`src/rtl/alu_issue_stage.sv`:
```
// rtl/alu_issue_stage.sv - MIPS ALU decode and ID/EX pipeline register feeding the execute-stage ALU.
module alu_issue_stage #(
    parameter int WIDTH = 32,
    parameter int CNT_W = 8
) (
    input  logic             i_clk,
    input  logic             i_rst,
    input  logic             i_valid,
    input  logic [5:0]       i_opcode,
    input  logic [5:0]       i_funct,
    input  logic [4:0]       i_shamt,
    input  logic [15:0]      i_imm,
    input  logic [WIDTH-1:0] i_rs_data,
    input  logic [WIDTH-1:0] i_rt_data,
    input  logic [4:0]       i_rt_addr,
    input  logic [4:0]       i_rd_addr,
    input  logic             i_stall,
    input  logic             i_flush,
    output logic             o_valid,
    output logic [3:0]       o_alu_ctrl,
    output logic [WIDTH-1:0] o_src1,
    output logic [WIDTH-1:0] o_src2,
    output logic [4:0]       o_dest_reg,
    output logic             o_reg_write,
    output logic             o_is_branch,
    output logic             o_branch_ne,
    output logic             o_illegal,
    output logic [CNT_W-1:0] o_illegal_cnt
);

    localparam logic [3:0] ALU_ADD  = 4'b0000;
    localparam logic [3:0] ALU_SUB  = 4'b0001;
    localparam logic [3:0] ALU_AND  = 4'b0010;
    localparam logic [3:0] ALU_OR   = 4'b0011;
    localparam logic [3:0] ALU_XOR  = 4'b0100;
    localparam logic [3:0] ALU_SLL  = 4'b0101;
    localparam logic [3:0] ALU_SRL  = 4'b0110;
    localparam logic [3:0] ALU_SRA  = 4'b0111;
    localparam logic [3:0] ALU_SLT  = 4'b1000;
    localparam logic [3:0] ALU_SLTU = 4'b1001;

    logic [WIDTH-1:0] se_imm;
    logic [WIDTH-1:0] ze_imm;
    logic [WIDTH-1:0] ze_shamt;

    assign se_imm   = WIDTH'($signed(i_imm));
    assign ze_imm   = WIDTH'(i_imm);
    assign ze_shamt = WIDTH'(i_shamt);

    logic [3:0]       d_ctrl;
    logic [WIDTH-1:0] d_src1;
    logic [WIDTH-1:0] d_src2;
    logic [4:0]       d_dest;
    logic             d_rw;
    logic             d_br;
    logic             d_bne;
    logic             d_ill;

    always_comb begin
        d_ctrl = ALU_ADD;
        d_src1 = i_rs_data;
        d_src2 = i_rt_data;
        d_dest = i_rt_addr;
        d_rw   = 1'b1;
        d_br   = 1'b0;
        d_bne  = 1'b0;
        d_ill  = 1'b0;
        case (i_opcode)
            6'h00: begin
                d_dest = i_rd_addr;
                case (i_funct)
                    6'h20, 6'h21: d_ctrl = ALU_ADD;
                    6'h22, 6'h23: d_ctrl = ALU_SUB;
                    6'h24:        d_ctrl = ALU_AND;
                    6'h25:        d_ctrl = ALU_OR;
                    6'h26:        d_ctrl = ALU_XOR;
                    6'h2A:        d_ctrl = ALU_SLT;
                    6'h2B:        d_ctrl = ALU_SLTU;
                    6'h00, 6'h02, 6'h03: begin
                        d_ctrl = (i_funct[1:0] == 2'b00) ? ALU_SLL :
                                 (i_funct[1:0] == 2'b10) ? ALU_SRL : ALU_SRA;
                        d_src1 = i_rt_data;
                        d_src2 = ze_shamt;
                    end
                    // Variable shifts: the ALU consumes only src2[4:0].
                    6'h04, 6'h06, 6'h07: begin
                        d_ctrl = (i_funct[1:0] == 2'b00) ? ALU_SLL :
                                 (i_funct[1:0] == 2'b10) ? ALU_SRL : ALU_SRA;
                        d_src1 = i_rt_data;
                        d_src2 = i_rs_data;
                    end
                    default: d_ill = 1'b1;
                endcase
            end
            6'h08, 6'h09: d_src2 = se_imm;
            6'h0A: begin d_ctrl = ALU_SLT;  d_src2 = se_imm; end
            6'h0B: begin d_ctrl = ALU_SLTU; d_src2 = se_imm; end
            6'h0C: begin d_ctrl = ALU_AND;  d_src2 = ze_imm; end
            6'h0D: begin d_ctrl = ALU_OR;   d_src2 = ze_imm; end
            6'h0E: begin d_ctrl = ALU_XOR;  d_src2 = ze_imm; end
            6'h0F: begin
                d_ctrl = ALU_SLL;
                d_src1 = ze_imm;
                d_src2 = WIDTH'(16);
            end
            6'h23: d_src2 = se_imm;
            6'h2B: begin d_src2 = se_imm; d_rw = 1'b0; end
            6'h04, 6'h05: begin
                d_ctrl = ALU_SUB;
                d_rw   = 1'b0;
                d_br   = 1'b1;
                d_bne  = i_opcode[0];
            end
            default: d_ill = 1'b1;
        endcase
        if (d_ill) begin
            d_ctrl = ALU_ADD;
            d_src1 = '0;
            d_src2 = '0;
            d_dest = '0;
            d_rw   = 1'b0;
            d_br   = 1'b0;
            d_bne  = 1'b0;
        end
    end

    always_ff @(posedge i_clk) begin
        if (i_rst) begin
            o_valid       <= 1'b0;
            o_alu_ctrl    <= '0;
            o_src1        <= '0;
            o_src2        <= '0;
            o_dest_reg    <= '0;
            o_reg_write   <= 1'b0;
            o_is_branch   <= 1'b0;
            o_branch_ne   <= 1'b0;
            o_illegal     <= 1'b0;
            o_illegal_cnt <= '0;
        end else if (i_flush) begin
            // Squash only the side-effecting flags; operand fields are left stale.
            o_valid     <= 1'b0;
            o_reg_write <= 1'b0;
            o_is_branch <= 1'b0;
            o_illegal   <= 1'b0;
        end else if (!i_stall) begin
            o_valid     <= i_valid;
            o_alu_ctrl  <= d_ctrl;
            o_src1      <= d_src1;
            o_src2      <= d_src2;
            o_dest_reg  <= d_dest;
            o_reg_write <= d_rw & i_valid;
            o_is_branch <= d_br & i_valid;
            o_branch_ne <= d_bne;
            o_illegal   <= d_ill & i_valid;
            if (i_valid && d_ill && (o_illegal_cnt != '1))
                o_illegal_cnt <= o_illegal_cnt + CNT_W'(1);
        end
    end

endmodule

```
`config.mk`:
```
export PLATFORM = sky130hd
export DESIGN_NAME = alu_issue_stage
export DESIGN_NICKNAME = d
export VERILOG_FILES = /design/src/rtl/alu_issue_stage.sv
export SDC_FILE = /design/constraint.sdc
export NUM_CORES = 1
export LEC_CHECK = 0
export CORE_MARGIN = 5
export CORE_UTILIZATION = 35
export DETAILED_ROUTE_END_ITERATION = 16
export HOLD_SLACK_MARGIN = 0.1
export PLACE_DENSITY = 0.68
export SYNTH_ARGS = -nofsm -noshare
export SYNTH_HDL_FRONTEND = slang
export SYNTH_SLANG_ARGS = --single-unit
```
`constraint.sdc`:
```
create_clock -name i_clk -period 3.2 [get_ports i_clk]
set_input_delay 0.32 -clock i_clk [delete_from_list [all_inputs] [get_ports i_clk]]
set_output_delay 0.32 -clock i_clk [all_outputs]
set_load 0.02 [all_outputs]
```
Word level (Yosys, flattened, before mapping). Index checks and enable logic that the tools add are counted.

Bits in registers: 86. Input port bits: 112. Output and inout bits: 86. Logic and storage cells: 83.

Add/sub/neg operators: 1. Equality and inequality tests: 28. Muxes and demuxes: 21. Bitwise operators: 5. Reductions and logical operators: 18.

Operators with widths (count): $pmux 32 s2 (2); $pmux 32 s4 (1); $mux 32 (3); $eq 6x6->1 const B (11); $eq 6x4->1 const B (8); $pmux 4 s8 (1); $eq 6x3->1 const B (5); $pmux 4 s7 (1); $reduce_or 15->1 (1); $eq 6x2->1 const B (2); $logic_not 6->1 (2); $reduce_or 12->1 (1); $reduce_or 3->1 (4); $reduce_or 6->1 (2); $mux 5 (2); $add 8x1->8 const B (1); $mux 1 (8); $ne 8x8->1 const B (1); $reduce_or 2->1 (3); $mux 4 (1); $and 1x1->1 (3); $reduce_and 3->1 (1); $eq 2x2->1 const B (1); $logic_and 1x1->1 (2); 5 further kinds (6).

Longest topological paths before layout. Gate-level depths: netlist of run 1.

Depth after elaboration: 7. Depth in mapped cells: 9. Gate-level depth less buffers: 6.

Worst setup path after synthesis of run 1. Ideal clock, no wire load.

Path type: input port to flip-flop. Start point: input i_opcode[0]. End point: register o_illegal_cnt[5]. Library setup time: 121 ps. Arrival time: 2224 ps. Required time: 3079 ps. Slack: 855 ps. Stages: 8. Buffers on the path: 2. Path through: buf_6 or4_4 nor3_2 o221a_2 nor2_1 buf_2 nor4b_2 mux2_2.

Cells in the longest elaborated chain, start to end: 6. Elaborated cells between the ends (all ways): 18. Those cells by class: 12 x eq/ne; 1 x mux; 5 x reduce/logical.

RTL lines: start, declared (line 9) `input logic [5:0] i_opcode,`; $eq 6x3->1 (tied with other cells) (line 68) `case (i_opcode)`; $reduce_or 12->1 (no line); $pmux 1 s2 * (line 68); $logic_and 1x1->1 * (2 in series) (line 155) `if (i_valid && d_ill && (o_illegal_cnt != '1))`; $reduce_and 3->1 (no line) *; end signal, assigned (line 156) `o_illegal_cnt <= o_illegal_cnt + CNT_W'(1);`; end, declared (line 28) `output logic [CNT_W-1:0] o_illegal_cnt`.

Mark *: on every way between the ends. The rest lies on a longest branch, timed or not. A chain may end at the register's enable or synchronous reset.

Worst setup path after layout of run 1.
Start point: input i_opcode[1]. End point: register o_src1[0].

Cells in the longest elaborated chain, start to end: 4. Elaborated cells between the ends (all ways): 17. Those cells by class: 12 x eq/ne; 3 x mux; 2 x reduce/logical.

RTL lines: $eq 6x3->1 (tied with other cells) (line 68); $reduce_or 12->1 (no line); $pmux 1 s2 (line 68); $mux 32 * (line 116) `if (d_ill) begin`; end signal, assigned (line 148) `o_src1 <= d_src1;`; end, declared (line 21) `output logic [WIDTH-1:0] o_src1,`.

Marked as above.

==> reports/results.env, run 1 <==
FINAL-SETUP-VIOL-COUNT=0
POSTSYNTH.TOPFLOPCELL='dfxtp_1'
TIMING.HOLD.WORST.CLASS='flip-flop to flip-flop'
DRT_ITER0_MARKERS=454
CORE_REGION_AREA_MM2=0.01324
CRITICAL_PATH_REQUIRED_TIME_NS=3.46
GRT-OVFL-TOTAL=0
POWER-PER-CELL-AREA_mW_PER_MM2=368.3
PERIOD_NEEDED_NS=2.542
PLACE_WORST_SETUP_SLACK_NS=0.3610
DIE_X_UM=126.2
LEAKAGE_nW=2.499
MAX_SLEW_MARGIN=0.2560
PEAK_FANOUT_ALONG_THE_CRITICAL_PATH=49
FIN_SETUP_TNS_NS=0
FINAL_NETS=937
CLKSINKCOUNT=86
ANTENNA_FOUND_INITIAL=0
CTSROOTBUFFERMASTER='clkbuf_16'
VERTICAL_EXTENT_OF_THE_DIE_UM=126.2
FINAL_ANTENNA_NET_COUNT=0
FINAL_DESIGN_AREA_NO_FILL_MM2=0.007199
YS.WARNINGS.COUNT=0
RSZ0062_AT_GRT='no'
INSERTION_DELAY_NS=0.34
YOSYSTOPAREACELL='dfxtp_1'
HOLDBUFCOUNTCTS=0
POSTCTSSETUPBUFFERS=0
ASYNCSETRESETFLOPFRACSYNTH=0
ANTENNA_CELLS_INSERTED=0
TRITONCTS.NUM_BUFFERS=9
TOP_CELLS_BY_INSTANCE_COUNT_AFTER_SYNTHESIS='nand2_1 (140), dfxtp_1 (86), a21oi_1 (75)'
IO_BUFFERS=197
POSTPLACECELLAREA_MM2=0.006897
TIMING.CRITICAL_PATH.TO_TYPE='flip-flop'
SYNTHESIS.AREA_MM2=0.004727
INITIAL_STANDARD_CELL_UTILIZATION_OF_THE_CORE=0.3570
POST-ROUTE-DRC-COUNT=0
TIMING.CRITICAL_PATH.SLOWEST_STAGE_CELL='clkdlybuf4s50_1'
FILLERS=1320
CLKTRANSATPATHREGS_NS=0.06
YS_SEQ_AREA_FRAC=0.3642
TOP_CELL_TYPE_S_SHARE_OF_SYNTHESIZED_AREA=0.3642
FINAL-HOLD-VIOLATION-COUNT=0
DR.PASS1.ITERS=5
SYNTH_EDF_COUNT=0
VDD_DROP_MAX_uV=206.1
FIRST_GLOBAL_VIAS=5490
FINAL_MAX_SLEW_VIOL_COUNT=0
CRITICALPATHCATEGORY='primary input to flip-flop'
CRIT_PATH_CELL_TRACE='clkdlybuf4s50_1 -> buf_4 -> nand2_1 -> o21ai_0 -> o311ai_0 -> buf_4 -> nor2_2 -> nand2_1 -> buf_4 -> o21ai_0'
CRITICAL_PATH.MOST_COMMON_CELL='buf_4'
IO-PIN-COUNT=198
YOSYSMOSTFREQUENTCELL='nand2_1'
POST_SYNTH_INST_COUNT=648
CLOCK_TREE_BUFFER_DEPTH=2
SYN_NETS=761
PER_INSTANCE_AVERAGE_AREA_AFTER_SYNTHESIS_UM2=7.295
LAYOUT_SETUP_WS_NS=0.6579
GRT_START_MAX_NET_PINS=50
FINALWEIGHTEDCONGESTION=0.8617
WORST_EP_ARRIVAL_TIME_NS=2.81
REGTOREGSETUPSLACK_NS=1.27
HALF_PERIMETER_WIRE_LENGTH_AFTER_DETAILED_PLACEMENT_MM=13.36
DIEAREA_MM2=0.01593
MAX_STAGE_DELAY_NS=0.48
TOTAL_POWER_mW=2.652
POST_SYNTH_NUM_CELL_TYPES=59
VIAS_PER_CELL=5.600
LAYOUT_TOP_REGISTERS='o_src1: 32 flops, o_src2: 32 flops, o_illegal_cnt: 8 flops'
SYNTH.TOP_CELLS.BY_AREA='dfxtp_1 (36%), nand2_1 (11%), a21oi_1 (7.9%), o21ai_0 (7.7%), nand3_1 (5.6%)'
SKEW_NS=0.004459
LAYOUT-AREA-OVERHEAD-VS-SYNTH_PCT=52.30
MAXCAPVIOLATIONS=0
DETAILROUTE.VIA_COUNT=5628
TIGHTESTPINTRANSITION_NS=1.110
ROW_COUNT=42
FRACTION_OF_LAYOUT_INSTANCES_USING_A_DRIVE_STRENGTH_ABOVE_1=0.08082
GRT_PASS1_WL_MM=29.28
RUN_STATUS='complete, no violations'
CTS_MAX_LEVEL=3
AVGROUTEDWIREPERCELL_UM=18.67
CTS-RESIZED-GATES=0
POSTSYNTHREGISTERBITS=86
TRITONCTS='done'
GRT_UTIL_ALL_LAYERS=0.2263
TIMING.FINAL.CRIT_SHARE=0.7944
ACHIEVABLE-FREQUENCY_GHz=0.3934
CRITICAL_PATH.STARTPOINT_TYPE='primary input'
POSTROUTEWIRELENGTH_MM=18.77
==> stage by stage <==
stage / cells / hold slack (ns) / utilization
6_report: 1005 / 0.4524 / 0.5437
2_1_floorplan: 648 / 0.3985 / -
4_1_cts: 1005 / 0.4581 / 0.5437
5_1_grt: 1005 / 0.4827 / 0.5437
3_5_place_dp: 989 / 0.4432 / 0.5208
3_3_place_gp: 989 / 0.4333 / 0.5208
==> final cells by class <==
type                       instances  area, um^2  share of cell area
tap                              176       220.2             0.03059
sequential                        86        1722              0.2391
clock inverter                     3       42.54            0.005909
clock buffer                      13       260.3             0.03615
multi-input combinational        502        2784              0.3867
inverter                           5       18.77            0.002607
timing repair buffer             220        2152              0.2989
==> critical path, delay by kind of cell <==
family | cells | cell delay (ns)
AND/OR/NAND/NOR | 3 | 0.57
AO/OA/AOI/OAI | 3 | 0.72
buffers and inverters | 4 | 1.16
==> path summary, 6_finish.rpt <==
path | end | from | depth (start not counted)
setup / recovery | o_src1[0]$_SDFFE_PP0P_ | i_opcode[1] | 10
hold / removal | o_src1[13]$_SDFFE_PP0P_ | o_src1[13]$_SDFFE_PP0P_ | 2
setup reg to reg | o_illegal_cnt[0]$_SDFFE_PP0P_ | o_illegal_cnt[2]$_SDFFE_PP0P_ | 5
hold reg to reg | o_src1[13]$_SDFFE_PP0P_ | o_src1[13]$_SDFFE_PP0P_ | 2
==> where the power goes <==
part	total (mW)	leakage (nW)	switching (mW)	internal, mW
clock network	1.07	0.146	0.424	0.647
logic	0.480	1.66	0.243	0.237
registers	1.10	0.695	0.0109	1.09
==> cells in the final DEF, fill, tap and decap left out, drive strengths merged, types with 12 or more instances in the layout <==
master	netlist	routed
nand2	140	140
o22ai	15	15
nand3	53	53
clkdlybuf4s50	0	196
a22o	16	16
mux2	13	13
a221oi	12	12
dfxtp	86	86
buf	8	24
nor2	19	19
clkbuf	47	13
o21ai	74	74
a21oi	75	75
==> metal layers <==
| layer | track usage | vias up | routed length, um |
|---|---|---|---|
| met1 | 0.2913 | 2654 | 8263 |
| met3 | 0.06520 | 30 | 1590 |
| met5 | 0 | - | 0 |
| met2 | 0.3649 | 244 | 8544 |
| li1 | - | 2700 | - |
| met4 | 0.07508 | 0 | 367 |
==> kinds of logic (layout without fill, tap and decap cells) <==
family,after synthesis,count (layout),synth area share
AND/OR/NAND/NOR,265,265,0.2642
AO/OA/AOI/OAI,220,220,0.2800
flip-flops,86,86,0.3642
buffers and inverters,60,241,0.05214
multiplexers,14,14,0.03309
XOR/XNOR,2,2,0.003706
adder cells (fa/ha/maj),1,1,0.002646
Note: power is estimated with default switching activity, not from simulation.
==> inputs of run 2 (changes only) <==
clock period = 2.46 ns   (was 3.2 ns; I/O delays follow)
==> reports/results.env, run 2 (synthesis results as in run 1) <==
GRT_START_MAX_NET_PINS=50
LAYOUT_SETUP_WS_NS=0.1237
POWER.SWITCHING_FRACTION=0.2704
RSZ0062_AT_GRT='no'
VERTICAL_EXTENT_OF_THE_DIE_UM=126.2
IO-PIN-COUNT=198
LAYOUT-AREA-OVERHEAD-VS-SYNTH_PCT=60.93
FINALHOLDWORSTSLACK_NS=0.4563
HOLDBUFCOUNTCTS=0
FINALWEIGHTEDCONGESTION=0.9211
FINAL_NETS=981
FIN_SETUP_TNS_NS=0
TIMING.HOLD.WORST.CLASS='flip-flop to flip-flop'
FINAL_MAX_SLEW_VIOL_COUNT=0
CRITICAL_PATH.N_BUFFERS_INVERTERS=2
HALF_PERIMETER_WIRE_LENGTH_AFTER_DETAILED_PLACEMENT_MM=13.98
TIGHTESTPINTRANSITION_NS=0.7131
MAXCAPVIOLATIONS=0
CRIT_PATH_CELL_TRACE='clkdlybuf4s50_1 -> or4_4 -> nor3_2 -> o221a_2 -> nor2_2 -> buf_4 -> or4_1 -> a21oi_1'
R2R.WORST_PATH.CELLS=5
TIMING.CRITICAL_PATH.FROM='i_opcode[1]'
SEQPWRFRAC=0.417
CTSROOTBUFFERMASTER='clkbuf_16'
REGTOREGSETUPSLACK_NS=0.44
POWER-PER-CELL-AREA_mW_PER_MM2=451.9
WORST_EP_ARRIVAL_TIME_NS=2.62
SKEW_NS=0.007989
CRITICAL_PATH.STARTPOINT_TYPE='primary input'
STARTPOINT_OF_THE_MOST_CRITICAL_REGISTER_TO_REGISTER_PATH='o_illegal_cnt[2]$_SDFFE_PP0P_'
VDD_DROP_MAX_uV=334.4
FINAL_DESIGN_AREA_NO_FILL_MM2=0.007607
MAX_STAGE_DELAY_NS=0.58
CLKSINKCOUNT=86
DETAILROUTE.VIA_COUNT=5924
CORE_REGION_AREA_MM2=0.01324
TRITONCTS='done'
SWITCHINGPOWER_mW=0.9297
PEAK_FANOUT_ALONG_THE_CRITICAL_PATH=6
LEAKAGE_nW=2.741
ROW_COUNT=42
FINAL-HOLD-VIOLATION-COUNT=0
ACHIEVABLE-FREQUENCY_GHz=0.4280
MAX_SLEW_MARGIN=0.5196
CRITICAL_PATH.TOP_DELAY_FAMILY='simple AND/OR/NAND/NOR gates'
CLOCK_TREE_BUFFER_DEPTH=2
CRIT_CELLS=8
TIMING.CRITICAL_PATH.SLOWEST_STAGE_CELL='or4_4'
DIE_X_UM=126.2
POWER_FRAC_CLOCK=0.385
LAYOUT_COMMON_CELLS='clkdlybuf4s50_1 (196), nand2_1 (140), dfxtp_1 (86)'
TIMING.FINAL.CRIT_SHARE=0.9497
ANTENNA_CELLS_INSERTED=0
INITIAL_STANDARD_CELL_UTILIZATION_OF_THE_CORE=0.3570
DIEAREA_MM2=0.01593
CRITICALPATHCATEGORY='primary input to flip-flop'
TRITONCTS.NUM_BUFFERS=9
CRITICAL_PATH_REQUIRED_TIME_NS=2.75
TIMING.CRITICAL_PATH.TO_TYPE='flip-flop'
IO_BUFFERS=197
GRT_UTIL_ALL_LAYERS=0.2317
FINAL-SETUP-VIOL-COUNT=0
PLACE_WORST_SETUP_SLACK_NS=-0.2064
POSTROUTEWIRELENGTH_MM=19.16
POSTPLACECELLAREA_MM2=0.007292
WORSTREG2REGEND='o_illegal_cnt[0]$_SDFFE_PP0P_'
INSERTION_DELAY_NS=0.35
DR.PASS1.ITERS=6
GRT-OVFL-TOTAL=0
ANTENNA_FOUND_INITIAL=0
POWER.SHARE.COMBINATIONAL=0.199
TIMING.CRITICAL_PATH.TO='o_illegal_cnt[3]$_SDFFE_PP0P_'
LAYOUT_TOP_REGISTERS='o_src1: 32 flops, o_src2: 32 flops, o_illegal_cnt: 8 flops'
VIAS_PER_CELL=5.647
RUN_STATUS='complete, no violations'
TOTAL_POWER_mW=3.438
CTS_MAX_LEVEL=3
FINAL_ANTENNA_NET_COUNT=0
DRT_ITER0_MARKERS=651
PERIOD_NEEDED_NS=2.336
FRACTION_OF_LAYOUT_INSTANCES_USING_A_DRIVE_STRENGTH_ABOVE_1=0.1294
AVGROUTEDWIREPERCELL_UM=18.26
FIRST_GLOBAL_VIAS=5852
INTERNAL_POWER_mW=2.508
POST-ROUTE-DRC-COUNT=0
FINAL_COMMON_CELL='clkdlybuf4s50_1'
CLKTRANSATPATHREGS_NS=0.06
GRT_PASS1_WL_MM=30.04
==> run 2: final cells by class <==
| type | count | area (um^2) |
|---|---|---|
| clock buffer | 11 | 252.7 |
| clock inverter | 5 | 33.78 |
| fill | 1233 | 5635 |
| inverter | 5 | 18.77 |
| multi-input combinational | 502 | 2790 |
| sequential | 86 | 1722 |
| tap | 176 | 220.2 |
| timing repair buffer | 264 | 2570 |
==> run 2: power by group through the flow <==
| stage | clock network (mW) | registers, mW | logic (mW) |
|---|---|---|---|
| 2_1_floorplan | 0 | 1.49 | 0.235 |
| 3_3_place_gp | 0 | 1.46 | 0.656 |
| 3_5_place_dp | 0 | 1.46 | 0.667 |
| 4_1_cts | 1.35 | 1.43 | 0.671 |
| 5_1_grt | 1.42 | 1.43 | 0.732 |
| 6_report | 1.32 | 1.43 | 0.683 |
==> run 2: how the worst min path moves through the flow <==
stage / startpoint / end / slack, ns / cells after the start
finish: o_src2[16]$_SDFFE_PP0P_ / o_src2[16]$_SDFFE_PP0P_ / 0.46 / 2
CTS: o_src2[28]$_SDFFE_PP0P_ / o_src2[28]$_SDFFE_PP0P_ / 0.46 / 2
global placement: o_src1[10]$_SDFFE_PP0P_ / o_src1[10]$_SDFFE_PP0P_ / 0.44 / 2
floorplan: i_flush / o_illegal$_SDFFE_PP0N_ / 0.32 / 1
global route: o_src1[24]$_SDFFE_PP0P_ / o_src1[24]$_SDFFE_PP0P_ / 0.48 / 2
detailed placement: o_src2[28]$_SDFFE_PP0P_ / o_src2[28]$_SDFFE_PP0P_ / 0.45 / 2
==> run 2: worst min-delay path: stages (launching register included) <==
cell and delay (ns):
dfxtp_1 0.33, nand2_1 0.05, o21ai_0 0.05
==> run 2: per-layer routing <==
| layer | wire length, um | up-vias | part of all wire | global-route usage |
|---|---|---|---|---|
| met5 | 0 | - | 0 | 0 |
| met4 | 338 | 0 | 0.018 | 0.06877 |
| met3 | 1865 | 45 | 0.097 | 0.07324 |
| met2 | 8928 | 332 | 0.47 | 0.3756 |
| met1 | 8023 | 2760 | 0.42 | 0.2960 |
| li1 | - | 2787 | - | - |
==> run 2: through the flow <==
stage	util	instances
global route	0.5745	1049
global placement	0.5506	1030
finish	0.5745	1049
detailed placement	0.5506	1030
floorplan	-	648
CTS	0.5723	1046
==> run 2: repair_timing <==
action	CTS	global route
setup endpoints to repair	0	29
resized for setup	0	3
setup buffers	0	3
